--- config.mk ---
export PLATFORM = sky130hd
export DESIGN_NAME = sa_tile_burst_gen
export DESIGN_NICKNAME = d
export VERILOG_FILES = /design/src/rtl/sa_tile_burst_gen.sv
export SDC_FILE = /design/constraint.sdc
export NUM_CORES = 1
export LEC_CHECK = 0
export BUFFER_PORTS_ARGS = -buffer_cell sky130_fd_sc_hd__buf_2
export CORE_MARGIN = 5
export CORE_UTILIZATION = 50
export CTS_CLUSTER_SIZE = 24
export DETAILED_ROUTE_END_ITERATION = 16
export PLACE_DENSITY = 0.8
export REMOVE_ABC_BUFFERS = 1
export SLEW_MARGIN = 20
export SYNTH_ARGS = -nofsm -noshare
export SYNTH_HDL_FRONTEND = slang
export SYNTH_SLANG_ARGS = --single-unit
--- constraint.sdc ---
create_clock -name clk -period 9.2 [get_ports clk]
set_input_delay 0.92 -clock clk [delete_from_list [all_inputs] [get_ports clk]]
set_output_delay 0.92 -clock clk [all_outputs]
set_load 0.02 [all_outputs]
--- src/rtl/sa_tile_burst_gen.sv ---
// sa_tile_burst_gen: turns one 2-D tile descriptor (base, row stride, row
// count, bytes per row) into a stream of AXI-style burst commands, each at
// most MAX_BURST_BEATS beats long.
// Optional feature macro: SA_BURST_4K_SPLIT_EN -- when defined, bursts are
// additionally split so that none crosses a BOUNDARY_BYTES boundary.
module sa_tile_burst_gen #(
  parameter int AXI_ADDR_WIDTH  = 32,
  parameter int AXI_DATA_WIDTH  = 32,
  parameter int MAX_BURST_BEATS = 16,
  parameter int ROWS_W          = 8,
  parameter int BYTES_W         = 16,
  parameter int BOUNDARY_BYTES  = 4096
) (
  input  logic                      clk,
  input  logic                      rstn,
  input  logic                      desc_valid,
  output logic                      desc_ready,
  input  logic [AXI_ADDR_WIDTH-1:0] desc_base,
  input  logic [AXI_ADDR_WIDTH-1:0] desc_stride,
  input  logic [ROWS_W-1:0]         desc_rows,
  input  logic [BYTES_W-1:0]        desc_row_bytes,
  output logic                      cmd_valid,
  input  logic                      cmd_ready,
  output logic [AXI_ADDR_WIDTH-1:0] cmd_addr,
  output logic [7:0]                cmd_len,
  output logic                      cmd_last,
  output logic                      busy,
  output logic                      done,
  output logic                      err
);

  localparam int AW        = AXI_ADDR_WIDTH;
  localparam int BPB       = AXI_DATA_WIDTH / 8;
  localparam int BPB_SHIFT = $clog2(BPB);

  // A legal boundary is never smaller than one full burst, so folding it into
  // the cap leaves the cap unchanged while guarding against a misconfiguration.
  localparam int CAP_BEATS = (BOUNDARY_BYTES / BPB < MAX_BURST_BEATS) ?
                             (BOUNDARY_BYTES / BPB) : MAX_BURST_BEATS;
  localparam logic [BYTES_W-1:0] MAX_BEATS  = BYTES_W'(CAP_BEATS);
  localparam logic [AW-1:0]      ALIGN_MASK = AW'(BPB - 1);

`ifdef SA_BURST_4K_SPLIT_EN
  localparam logic [AW:0]   BND_SIZE = (AW + 1)'(BOUNDARY_BYTES);
  localparam logic [AW-1:0] BND_MASK = AW'(BOUNDARY_BYTES - 1);
`endif

  typedef enum logic [1:0] {
    S_IDLE,
    S_CALC,
    S_ISSUE,
    S_DONE
  } state_t;

  state_t              state_q, state_d;
  logic [AW-1:0]       stride_q, stride_d;
  logic [ROWS_W-1:0]   rows_q, rows_d;
  logic [BYTES_W-1:0]  row_bytes_q, row_bytes_d;
  logic [AW-1:0]       row_addr_q, row_addr_d;
  logic [AW-1:0]       addr_q, addr_d;
  logic [BYTES_W-1:0]  left_q, left_d;
  logic [ROWS_W-1:0]   row_q, row_d;
  logic [BYTES_W-1:0]  step_q, step_d;
  logic [AW-1:0]       cmd_addr_q, cmd_addr_d;
  logic [7:0]          cmd_len_q, cmd_len_d;
  logic                cmd_last_q, cmd_last_d;
  logic                err_q, err_d;

  logic [BYTES_W-1:0]  beats_left;
  logic [BYTES_W-1:0]  n_beats;
  logic [BYTES_W-1:0]  n_bytes;
  logic [BYTES_W-1:0]  left_rem;
  logic                last_row;
  logic                misaligned;
`ifdef SA_BURST_4K_SPLIT_EN
  logic [AW:0]         beats_bnd;
`endif

  // Burst sizing for the current address: beats remaining in the row, capped,
  // and (when splitting is enabled) limited to the room before the boundary.
  always_comb begin
    beats_left = left_q >> BPB_SHIFT;
    n_beats    = (beats_left > MAX_BEATS) ? MAX_BEATS : beats_left;
`ifdef SA_BURST_4K_SPLIT_EN
    beats_bnd  = (BND_SIZE - {1'b0, addr_q & BND_MASK}) >> BPB_SHIFT;
    if (beats_bnd < (AW + 1)'(n_beats)) begin
      n_beats = BYTES_W'(beats_bnd);
    end
`endif
    n_bytes    = n_beats << BPB_SHIFT;
    last_row   = (row_q == rows_q - ROWS_W'(1));
    misaligned = ((desc_base & ALIGN_MASK) != '0) ||
                 ((desc_stride & ALIGN_MASK) != '0) ||
                 ((AW'(desc_row_bytes) & ALIGN_MASK) != '0);
  end

  // Next-state and datapath updates for the descriptor walk.
  always_comb begin
    state_d     = state_q;
    stride_d    = stride_q;
    rows_d      = rows_q;
    row_bytes_d = row_bytes_q;
    row_addr_d  = row_addr_q;
    addr_d      = addr_q;
    left_d      = left_q;
    row_d       = row_q;
    step_d      = step_q;
    cmd_addr_d  = cmd_addr_q;
    cmd_len_d   = cmd_len_q;
    cmd_last_d  = cmd_last_q;
    err_d       = err_q;
    left_rem    = left_q - step_q;

    case (state_q)
      S_IDLE: begin
        if (desc_valid) begin
          stride_d    = desc_stride;
          rows_d      = desc_rows;
          row_bytes_d = desc_row_bytes;
          row_addr_d  = desc_base;
          addr_d      = desc_base;
          left_d      = desc_row_bytes;
          row_d       = '0;
          err_d       = misaligned;
          if (misaligned || (desc_rows == '0) || (desc_row_bytes == '0)) begin
            state_d = S_DONE;
          end else begin
            state_d = S_CALC;
          end
        end
      end
      S_CALC: begin
        cmd_addr_d = addr_q;
        cmd_len_d  = 8'(n_beats - BYTES_W'(1));
        cmd_last_d = last_row && (n_bytes == left_q);
        step_d     = n_bytes;
        state_d    = S_ISSUE;
      end
      S_ISSUE: begin
        if (cmd_ready) begin
          if (left_rem == '0) begin
            if (last_row) begin
              state_d = S_DONE;
            end else begin
              row_d      = row_q + ROWS_W'(1);
              row_addr_d = row_addr_q + stride_q;
              addr_d     = row_addr_q + stride_q;
              left_d     = row_bytes_q;
              state_d    = S_CALC;
            end
          end else begin
            addr_d  = addr_q + AW'(step_q);
            left_d  = left_rem;
            state_d = S_CALC;
          end
        end
      end
      S_DONE: begin
        state_d = S_IDLE;
      end
      default: begin
        state_d = S_IDLE;
      end
    endcase
  end

  // State and datapath registers; reset discards any in-flight descriptor.
  always_ff @(posedge clk or negedge rstn) begin
    if (!rstn) begin
      state_q     <= S_IDLE;
      stride_q    <= '0;
      rows_q      <= '0;
      row_bytes_q <= '0;
      row_addr_q  <= '0;
      addr_q      <= '0;
      left_q      <= '0;
      row_q       <= '0;
      step_q      <= '0;
      cmd_addr_q  <= '0;
      cmd_len_q   <= '0;
      cmd_last_q  <= 1'b0;
      err_q       <= 1'b0;
    end else begin
      state_q     <= state_d;
      stride_q    <= stride_d;
      rows_q      <= rows_d;
      row_bytes_q <= row_bytes_d;
      row_addr_q  <= row_addr_d;
      addr_q      <= addr_d;
      left_q      <= left_d;
      row_q       <= row_d;
      step_q      <= step_d;
      cmd_addr_q  <= cmd_addr_d;
      cmd_len_q   <= cmd_len_d;
      cmd_last_q  <= cmd_last_d;
      err_q       <= err_d;
    end
  end

  assign desc_ready = (state_q == S_IDLE);
  assign busy       = (state_q != S_IDLE);
  assign cmd_valid  = (state_q == S_ISSUE);
  assign done       = (state_q == S_DONE);
  assign cmd_addr   = cmd_addr_q;
  assign cmd_len    = cmd_len_q;
  assign cmd_last   = cmd_last_q;
  assign err        = err_q;

endmodule

==> impl_metrics.json <==
{
  "outcome": "finished, final reports clean",
  "critPathLaunchType": "register",
  "initial_core_util": 0.510,
  "hold_class": "input pin to asynchronous set/reset pin",
  "rows": 56,
  "die_h_um": 165,
  "antenna_found_initial": 0,
  "path_max_fanout": 39,
  "multi_input_area_mm2": 0.00659,
  "grt_pass1_wl_mm": 55.8,
  "ys_top_cells_by_area": "dfrtp_1, nand2_1, ha_1",
  "hold_buffers": 0,
  "fin_nets": 1709,
  "finalSetupTns_ps": 0,
  "clock_sinks": 202,
  "synth.yosys.seq_area_share": 0.420,
  "layout-drive-gt1-share": 0.131,
  "yosysMostFrequentCell": "nand2_1",
  "port_buffers": 137,
  "regArea_mm2": 0.00505,
  "die_area_mm2": 0.0273,
  "cts_buffers": 23,
  "leakagePower_nw": 6.60,
  "final_hold_viol_count": 0,
  "grt_pass1_vias": 10930,
  "fmax_ghz": 0.222,
  "grt_max_degree": 121,
  "synth_common_cells": "nand2_1, dfrtp_1, nor2_1, a21oi_1, ha_1",
  "wire_per_inst_um": 18.5,
  "vias": 11061,
  "drt_iter0_markers": 996,
  "critical_path_class": "register to register",
  "cp.required_ps": 9600,
  "nFillCells": 2138,
  "netlist.area_leader.share": 0.420,
  "synth.largest_area_cell": "dfrtp_1",
  "slew_violations": 0,
  "cts_resized": 0,
  "die_w_um": 165,
  "fin_util": 0.584,
  "arrival_ps": 4920,
  "n_antenna_cell": 0,
  "ys.warnings.count": 0,
  "crit_end": "addr_q[4]",
  "worst_pin_slew_ps": 968,
  "post-dp-hpwl_mm": 24.6,
  "core_mm2": 0.0236,
  "clk_pin_slew_ps": 60,
  "syn_avg_cell_area_um2": 8.33,
  "grt_usage": 0.255,
  "rsz0062_at_grt": "no",
  "area_growth_pct": 14.4,
  "cellPowerDensity_mw_per_mm2": 400,
  "period_needed_ps": 4510,
  "setup_ws_ps": 4690,
  "cts_tree": "yes",
  "crit_start": "left_q[2]",
  "root_buffer": "clkbuf_16",
  "gp_congestion": 0.947,
  "synthFlopType": "dfrtp_1",
  "drc": 0,
  "clk-insertion-delay-late_ps": 530,
  "overflow": 0,
  "ir_drop_v": 0.000274,
  "regToRegEndpoint": "addr_q[4]",
  "cts_max_level": 1,
  "syn_inst": 1447,
  "power_mw": 5.52,
  "ys_types": 73,
  "viasPerCell": 5.86,
  "synth_edf_count": 0,
  "slew_headroom": 0.355,
  "ios": 138,
  "ant_nets": 0,
  "r2r_slack_ps": 4690,
  "finalClockSkew_ps": 22.4,
  "reg2reg_from": "left_q[2]",
  "worst_setup_path_end_kind": "register",
  "clock_path_buffers": 3,
  "reg2regPathDepth": 14,
  "maxCapViolCount": 0,
  "post-place-ws_ps": 4760,
  "wirelength_mm": 34.9,
  "async_reset_ff_frac": 1.00,
  "post_cts_buffers": 0,
  "finalSetupViolCount": 0,
  "period_share": 0.491,
  "drt_pass1_iterations": 6,
  "ys_ff_latch": 202,
  "syn_area_mm2": 0.0120
}
==> report_power, final <==
| part | switching [mW] | leakage [nW] | internal [mW] | total, mW |
|---|---|---|---|---|
| Clock | 0.392 | 0.380 | 0.562 | 0.954 |
| Combinational | 1.87 | 3.72 | 1.13 | 2.99 |
| Sequential | 0.304 | 2.50 | 1.27 | 1.57 |
| Total | 2.56 | 6.60 | 2.95 | 5.52 |
==> through the flow <==
step	cells	instance area, um2	hold slack (ps)
after CTS	1887	13800	473
after floorplan	1378	11800	439
after detailed placement	1846	13000	459
final	1888	13800	344
after global routing	1888	13800	357
after global placement	1846	13000	444
==> routing by layer <==
metal,vias to the layer above,track usage,wire length (um)
met3,85,0.0437,2680
met2,443,0.419,15900
met5,-,0,0
li1,5254,-,-
met1,5279,0.350,15300
met4,0,0.0677,1030
==> cell families (layout without fill, tap and decap cells) <==
family	count (synthesis)	count (layout)	share of synthesized area
fa+ha+maj	64	64	0.0683
xor+xnor	67	67	0.0487
simple gates	620	620	0.217
buf+inv	110	232	0.0358
mux	12	12	0.0103
compound gates	372	372	0.200
flops	202	202	0.420
==> layout by cell type, fill, tap and decap left out, types with 9 or more instances in the layout <==
master	n
a21oi_1	91
and3_1	12
o21ai_1	34
nor3_1	17
nand2_1	393
mux2i_1	9
nor4_1	14
buf_2	136
nand3_1	20
ha_1	61
o211ai_1	17
a21o_1	19
nand4_1	9
a211oi_1	20
o21ai_0	51
nor2_1	108
dfrtp_1	202
inv_1	40
a31oi_1	18
o21a_1	21
xnor2_1	40
buf_4	11
clkbuf_16	23
xor2_1	27
o31ai_1	19
==> sequential cells by signal, indices dropped and copies added, names as in the netlist, 14 cells and up <==
signal and flops:
row_bytes_q 16, addr_q 32, step_q 14, stride_q 32
cmd_addr 32, row_addr_q 32, left_q 16
==> worst min path at each step <==
| stage | start | endpoint | cells after the start | slack, ps |
|---|---|---|---|---|
| CTS | cmd_len[5] | cmd_len[5] | 2 | 470 |
| detailed placement | cmd_addr[16] | cmd_addr[16] | 2 | 460 |
| global placement | cmd_len[5] | cmd_len[5] | 2 | 440 |
| floorplan | addr_q[0] | cmd_addr[0] | 2 | 440 |
| global route | rstn | cmd_addr[11] | 1 | 360 |
| finish | rstn | cmd_addr[10] | 1 | 340 |
==> cell type report <==
type	instances	area share
clock buffer	27	0.0443
inverter	41	0.0112
multi-input combinational	1135	0.478
sequential	202	0.367
timing repair buffer	150	0.0592
tap	319	0.0289
clock inverter	14	0.0117
==> worst max-delay path, stage by stage, from the launching register on <==
cell and delay (ps):
dfrtp_1 430, inv_1 80, ha_1 230, fa_1 410
nor2b_1 190, o2111a_1 230, o21ai_0 160, a211oi_1 270
o2111ai_1 200, nor4_4 270, nand2_1 330, o21ai_4 760
buf_4 510, nor2_1 100, a22o_1 200
Note: power is estimated with default switching activity, not from simulation.
